File: src/rtl/pc_fetch_ctrl.sv
// ---------------------------------------------------------------------------
// pc_fetch_ctrl
//
// Instruction-fetch and branch-control sequencer for the program-counter
// block. Each instruction passes through FETCH (req/ack handshake on the
// instruction memory), DECODE (classify the word and sample flags/register
// data) and EXEC (one cycle of pc_en with the PC control strobes). The word
// 16'hFFFF parks the sequencer in HALT until the next reset.
//
// Ports:
//   clk, clr_n             clock, asynchronous active-low reset
//   pc                     current PC from the PC block (fetch address)
//   imem_req/imem_addr     fetch request and address (address valid in FETCH)
//   imem_rdata/imem_ack    fetched word and completion strobe
//   flag_z/n/c/v           status flags, sampled at the end of DECODE
//   rd_idx/rm_idx          register-file read indices for register jumps
//   rd_data/rm_data        register-file read data, sampled at end of DECODE
//   pc_en                  PC advance/load enable (EXEC only)
//   BRANCH, JMP            branch / jump select toward the PC block
//   flag_Rd_PC, flag_label_PC, flag_Rm_PC   jump target source select
//   disp8, label11         branch displacement and jump label
//   Rd, Rm                 register jump targets
//   halted                 high while parked in HALT
//   retired                count of instructions that completed EXEC
// ---------------------------------------------------------------------------
module pc_fetch_ctrl (
    input  logic        clk,
    input  logic        clr_n,
    input  logic [15:0] pc,
    output logic        imem_req,
    output logic [15:0] imem_addr,
    input  logic [15:0] imem_rdata,
    input  logic        imem_ack,
    input  logic        flag_z,
    input  logic        flag_n,
    input  logic        flag_c,
    input  logic        flag_v,
    output logic [3:0]  rd_idx,
    output logic [3:0]  rm_idx,
    input  logic [15:0] rd_data,
    input  logic [15:0] rm_data,
    output logic        pc_en,
    output logic        BRANCH,
    output logic        JMP,
    output logic        flag_Rd_PC,
    output logic        flag_label_PC,
    output logic        flag_Rm_PC,
    output logic [7:0]  disp8,
    output logic [10:0] label11,
    output logic [15:0] Rd,
    output logic [15:0] Rm,
    output logic        halted,
    output logic [15:0] retired
);

    typedef enum logic [2:0] {
        IDLE,
        FETCH,
        DECODE,
        EXEC,
        HALT
    } state_t;

    state_t      state;
    logic [15:0] ir;

    logic is_branch;
    logic is_jmp_label;
    logic is_jmp_rm;
    logic is_jmp_rd;
    logic is_halt;
    logic cond_taken;

    // Instruction classification and branch condition evaluation from IR.
    // Only meaningful in DECODE, where the result is registered for EXEC.
    always_comb begin
        is_branch    = (ir[15:12] == 4'b1101);
        is_jmp_label = (ir[15:11] == 5'b11100);
        is_jmp_rm    = (ir[15:7] == 9'b010001110);
        is_jmp_rd    = (ir[15:7] == 9'b010001111);
        is_halt      = (ir == 16'hFFFF);
        cond_taken   = 1'b0;
        case (ir[11:8])
            4'h0:    cond_taken = flag_z;
            4'h1:    cond_taken = !flag_z;
            4'h2:    cond_taken = flag_c;
            4'h3:    cond_taken = !flag_c;
            4'h4:    cond_taken = flag_n;
            4'h5:    cond_taken = !flag_n;
            4'h6:    cond_taken = flag_v;
            4'h7:    cond_taken = !flag_v;
            4'hE:    cond_taken = 1'b1;
            default: cond_taken = 1'b0;
        endcase
    end

    // The fetch address follows pc directly: the PC block loads on the edge
    // that ends EXEC, so a registered copy would present the stale PC.
    assign imem_req  = (state == FETCH);
    assign imem_addr = imem_req ? pc : 16'h0000;

    // Register indices are presented during DECODE so the register file's
    // read data is ready when the DECODE->EXEC edge samples it.
    assign rd_idx = (state == DECODE && is_jmp_rd) ? ir[6:3] : 4'h0;
    assign rm_idx = (state == DECODE && is_jmp_rm) ? ir[6:3] : 4'h0;

    // Sequencer with registered EXEC outputs. Everything EXEC drives is
    // captured at the DECODE->EXEC edge and cleared at the EXEC->FETCH edge,
    // so late changes of flags or register data cannot disturb EXEC.
    always_ff @(posedge clk or negedge clr_n) begin
        if (!clr_n) begin
            state         <= IDLE;
            ir            <= 16'h0000;
            pc_en         <= 1'b0;
            BRANCH        <= 1'b0;
            JMP           <= 1'b0;
            flag_Rd_PC    <= 1'b0;
            flag_label_PC <= 1'b0;
            flag_Rm_PC    <= 1'b0;
            disp8         <= 8'h00;
            label11       <= 11'h000;
            Rd            <= 16'h0000;
            Rm            <= 16'h0000;
            halted        <= 1'b0;
            retired       <= 16'h0000;
        end else begin
            case (state)
                IDLE: begin
                    state <= FETCH;
                end
                FETCH: begin
                    if (imem_ack) begin
                        ir    <= imem_rdata;
                        state <= DECODE;
                    end
                end
                DECODE: begin
                    if (is_halt) begin
                        halted <= 1'b1;
                        state  <= HALT;
                    end else begin
                        pc_en         <= 1'b1;
                        BRANCH        <= is_branch && cond_taken;
                        disp8         <= (is_branch && cond_taken) ? ir[7:0] : 8'h00;
                        JMP           <= is_jmp_label || is_jmp_rm || is_jmp_rd;
                        flag_label_PC <= is_jmp_label;
                        label11       <= is_jmp_label ? ir[10:0] : 11'h000;
                        flag_Rm_PC    <= is_jmp_rm;
                        Rm            <= is_jmp_rm ? rm_data : 16'h0000;
                        flag_Rd_PC    <= is_jmp_rd;
                        Rd            <= is_jmp_rd ? rd_data : 16'h0000;
                        state         <= EXEC;
                    end
                end
                EXEC: begin
                    pc_en         <= 1'b0;
                    BRANCH        <= 1'b0;
                    JMP           <= 1'b0;
                    flag_Rd_PC    <= 1'b0;
                    flag_label_PC <= 1'b0;
                    flag_Rm_PC    <= 1'b0;
                    disp8         <= 8'h00;
                    label11       <= 11'h000;
                    Rd            <= 16'h0000;
                    Rm            <= 16'h0000;
                    retired       <= retired + 16'd1;
                    state         <= FETCH;
                end
                HALT: begin
                    state <= HALT;
                end
                default: begin
                    state <= IDLE;
                end
            endcase
        end
    end

endmodule

File: config.mk
export PLATFORM = sky130hd
export DESIGN_NAME = pc_fetch_ctrl
export DESIGN_NICKNAME = d
export VERILOG_FILES = /design/src/rtl/pc_fetch_ctrl.sv
export SDC_FILE = /design/constraint.sdc
export NUM_CORES = 1
export LEC_CHECK = 0
export CAP_MARGIN = 20
export CORE_AREA = 2 2 97 99
export DETAILED_ROUTE_END_ITERATION = 8
export DIE_AREA = 0 0 99 101
export PLACE_DENSITY = 0.83
export SETUP_SLACK_MARGIN = 0.2
export SLEW_MARGIN = 20
export SYNTH_ARGS = -nofsm -noshare
export SYNTH_HDL_FRONTEND = slang
export SYNTH_SLANG_ARGS = --single-unit
export TNS_END_PERCENT = 5
File: constraint.sdc
create_clock -name clk -period 5.2 [get_ports clk]
set_clock_uncertainty 0.05 [all_clocks]
set_input_delay 0.78 -clock clk [delete_from_list [all_inputs] [get_ports clk]]
set_output_delay 0.78 -clock clk [all_outputs]
set_load 0.02 [all_outputs]
# == Word level (Yosys, flattened, before mapping) ==
# Index checks and enable logic that the tools add are counted.
# Widths: inputs -> output; s select.
# classes
n_addsub,1
eq_ne,19
mux,31
n_reduce_logical,16
# ops
cell,count
$mux 16,5
$pmux 16 s2,2
$mux 11,2
$pmux 11 s2,1
$eq 9x8->1 const B,2
$add 16x1->16 const B,1
$eq 16x16->1 const B,1
$eq 4x3->1 const B,4
$mux 8,2
$pmux 8 s2,1
$pmux 1 s2,6
$pmux 3 s4,1
$pmux 1 s9,1
$eq 4x2->1 const B,2
$eq 4x4->1 const B,2
$mux 4,2
$eq 3x2->1 const B,2
$mux 1,6
$mux 3,2
$reduce_and 2->1,3
$eq 5x5->1 const B,1
$eq 4x1->1 const B,1
$logic_not 1->1,4
$logic_not 4->1,1
9 further kinds,12
# totals
register_bits,93
in_bits,71
word_cells,81

# == Longest topological paths before layout ==
# depth
ltp_word,6
mapped_depth,8
depth_no_buf,5

# == Worst setup path before layout ==
# OpenSTA, ideal clock, no wires.
# synth_path
path_type,register to output
startpoint,register state[0]
endpoint,output port rm_idx[0]
t_arrival_ns,1.476
setup_slack_ns,2.894
stages_incl_launch_ff,8
path_buffers,2
cell_sequence,dfrtp_1 > buf_4 > nor3b_2 > nand3_1 > nand2b_4 > nor2_2 > buf_2 > and2_1
# synth_via
elab_chain_len,3
# synth_rtl
element,line,source
start: declaration,64,state_t state;
start signal: assignment,112,state <= IDLE;
start signal: assignment,129,state <= FETCH;
start signal: assignment,134,state <= DECODE;
$eq 3x2->1,105,assign rm_idx = (state == DECODE && is_jmp_rm) ? ir[6:3] : 4'h0;
$logic_and 1x1->1,105,
$mux 4,105,
end: declaration,39,"output logic [3:0] rm_idx,"
# Every way passes these cells.

# == Final worst setup path ==
# layout_path
startpoint,register ir[9]
endpoint,output port rd_idx[3]
# layout_via
elab_chain_len,3
# layout_rtl
element,line,source
start: declaration,65,logic [15:0] ir;
start signal: assignment,133,ir <= imem_rdata;
$eq 9x8->1,80,is_jmp_rd = (ir[15:7] == 9'b010001111);
$logic_and 1x1->1,104,assign rd_idx = (state == DECODE && is_jmp_rd) ? ir[6:3] : 4'h0;
$mux 4,104,
end: declaration,38,"output logic [3:0] rd_idx,"
# Every way passes these cells.

==> impl_results.md <==
* First-pass GRT wire length at 16100 µm
* Post-CTS sizing at 0
* Worst hold-check path type: input port to async pin
* Most common cell in the synthesized netlist: dfrtp_1
* EDFF count, synth at 0
* Drt first-iter violations at 101
* Worst vdd ir at ~0.17 mV
* Clk_lat worst skew at ~350 ps
* Critical path required time at roughly 4400 ps
* CP Max Fanout at 21
* Synth area leader: dfrtp_1
* Average wire per standard cell at 17.1 µm
* Startpoint types: register
* DR vias at between 3000 and 4000
* Number of global-route vias before repair at between 3000 and 4000
* Initial Util at approximately 43%
* Worst Path Arrival at 2960 ps
* Root Driver: clkbuf_8
* Share of layout cells above drive strength 1 at around 8.7%
* H-Tree Depth at 3
* HPWL after detailed placement at around 7500 µm
* Worst Setup End Kind: output pin
* Die Height at about 100 µm
* CTS tree: yes
* Power Dens Cells at about 320 nW/µm²
* Core ar. at about 9000 µm²
* Post-Syn Area at ~4000 µm²
* IO buf count at between 150 and 200
* CP max stage cell: nor2_2
* Period utilisation layout at between 70% and 80%
* Synth cell types at 45
* Main synth FF type: dfrtp_1
* Fill count at ~700
* Least-Margin Pin Slew at 849 ps
* DRC at 0
* Post-Synthesis Net Count at approximately 370
* Largest net degree at the start of global routing at 50
* Sum Neg Setup Slack at 0 ps
* Synthesized area per cell at roughly 13 µm²
* Setup violations, final at 0
* Post-Layout Inst Area at approximately 5800 µm²
* Top cell family by delay on the critical path: simple AND/OR/NAND/NOR gates
* Synth async-reset ratio at 100%
* Max-Slew Margin vs Limit at between 40% and 50%
* Routed Antenna Nets at 0
* Die X at around 99 µm
* Multi-input gate area at between 1000 and 1500 µm²
* Dpl cells at ~570
* Final Max Slew Viols at 0
* Gpl congestion at ~0.86
* Reg area at 2330 µm²
* Sink Count at 93
* CP Buf/Inv Count at 1
* DR pass1 iterations at 6
* Grt ovf at 0
* Final Hold Fails at 0
* IO Pins at between 150 and 200
* Fmax achieved at between 200 and 300 MHz
* # nets final at around 540
* Post-route insts no fill at just under 600
* Initial antenna violation count at 0
* Area Overhead vs Synth at 49.0%
* Aggregate global-route resource usage at between 20% and 30%
* Maxcap violations at 0
* Total leakage power at 2.53 nW
* Yosys warning total at 0
* CTS Buffer Depth at 2
* Cell row count at 35
* Hold_buf cts at 0
* Hold Slack at 354 ps
* Critical path class: register to output pin
* CP max stage delay at 660 ps
* Top cells by area, synth: dfrtp_1 (60%), a22o_1 (11%), and2_1 (4.2%)
* Fin crit period at between 3000 and 4000 ps
* Die Area at between 9000 and 10000 µm²
* Register area share after synthesis at around 60%
* Ant. Diodes at 0
* Top-area cell type share of the netlist area at about 60%
* Area after DPL at between 5000 and 6000 µm²
* Critical path, cell by cell: nand3_1 > nor3_1 > nand2b_4 > nor2_2 > and2_1 > clkdlybuf4s50_1
* Vias/cell at around 5.2
* Clk slew on worst S/H paths at around 90 ps
* Inserted Clock Buffers at 9
* RSZ-0062 raised after global routing: no
* Status: complete, no violations
* Cells after Synth at 301
* Postcts setup bufs at 0
* Seq cells post-synth at 93
* Final wirelength at 9970 µm
* Post-synth top cells: dfrtp_1 (93), a22o_1 (50), and2_1 (26), buf_4 (11), xnor2_1 (11)
through the flow:
step	utilization (%)	setup WS [ps]	power [mW]
after floorplan	-	2890	1.21
after global placement	62.8	1860	1.43
after detailed placement	62.8	1770	1.45
after CTS	64.7	1370	1.87
after global routing	64.7	1160	1.96
final	64.7	1410	1.85
registers in the layout, indices dropped and copies added, names as in the netlist:
register	cells
state	3
JMP	1
retired	16
disp8	8
flag_Rm_PC	1
flag_Rd_PC	1
flag_label_PC	1
label11	11
Rm	16
halted	1
Rd	16
BRANCH	1
pc_en	1
ir	16
cells by family (layout without fill, tap and decap cells):
kind of cell | count (synthesis) | after routing | share of synthesized area (%)
adder cells (fa/ha/maj) | 1 | 1 | 0.321
AO/OA/AOI/OAI | 72 | 72 | 15.3
multiplexers | 16 | 16 | 4.69
XOR/XNOR | 16 | 16 | 3.60
flip-flops | 93 | 93 | 59.7
buffers and inverters | 20 | 191 | 3.27
AND/OR/NAND/NOR | 83 | 83 | 13.1
power breakdown:
| group | total, mW | internal, mW | switching [mW] |
|---|---|---|---|
| Combinational | 0.506 | 0.258 | 0.248 |
| Clock | 0.423 | 0.175 | 0.248 |
| Sequential | 0.925 | 0.805 | 0.121 |
final cells by class:
cell class,instances,share of cell area [%]
flip-flops and latches,93,40.1
repair buffers,171,29.3
inverters,4,0.259
multi-input cells,188,25.0
well taps,111,2.39
clock buffers,11,2.26
clock inverters,5,0.625
per-layer routing:
metal | GRT usage (%) | share of wire [%]
met5 | 0 | 0
met1 | 26.3 | 41
met4 | 6.74 | 1.2
met3 | 4.16 | 7.1
met2 | 35.1 | 50
worst reg2reg max path, cell delays in order (launching register included):
cell     delay, ps
dfrtp_1        570
nor3b_4        550
and2_1         740
mux2_2         420
layout by cell type, fill, tap and decap left out, types with 5 or more instances in the layout:
cell,Yosys,final
clkdlybuf4s50_1,0,168
clkbuf_8,0,9
a21o_1,5,5
nand3_1,10,10
nand4_1,5,5
nor2_1,10,10
a21oi_1,6,6
nand2_1,10,10
xor2_1,5,5
and2_1,26,26
xnor2_1,11,11
mux2_2,10,10
a22o_1,50,50
dfrtp_1,93,93
path summary, 6_finish.rpt:
| check | depth (start not counted) | to | slack, ps | start |
|---|---|---|---|---|
| setup reg to reg | 3 | ir[15] | 2760 | state[0] |
| min in group clk | 1 | halted | 420 | halted |
| hold / removal | 1 | Rd[10] | 350 | clr_n |
| hold reg to reg | 1 | halted | 420 | halted |
| setup / recovery | 6 | rd_idx[3] | 1410 | ir[9] |
| max in group asynchronous | 2 | flag_Rd_PC | 3720 | clr_n |
No activity file was read; power rests on OpenSTA's default activity.
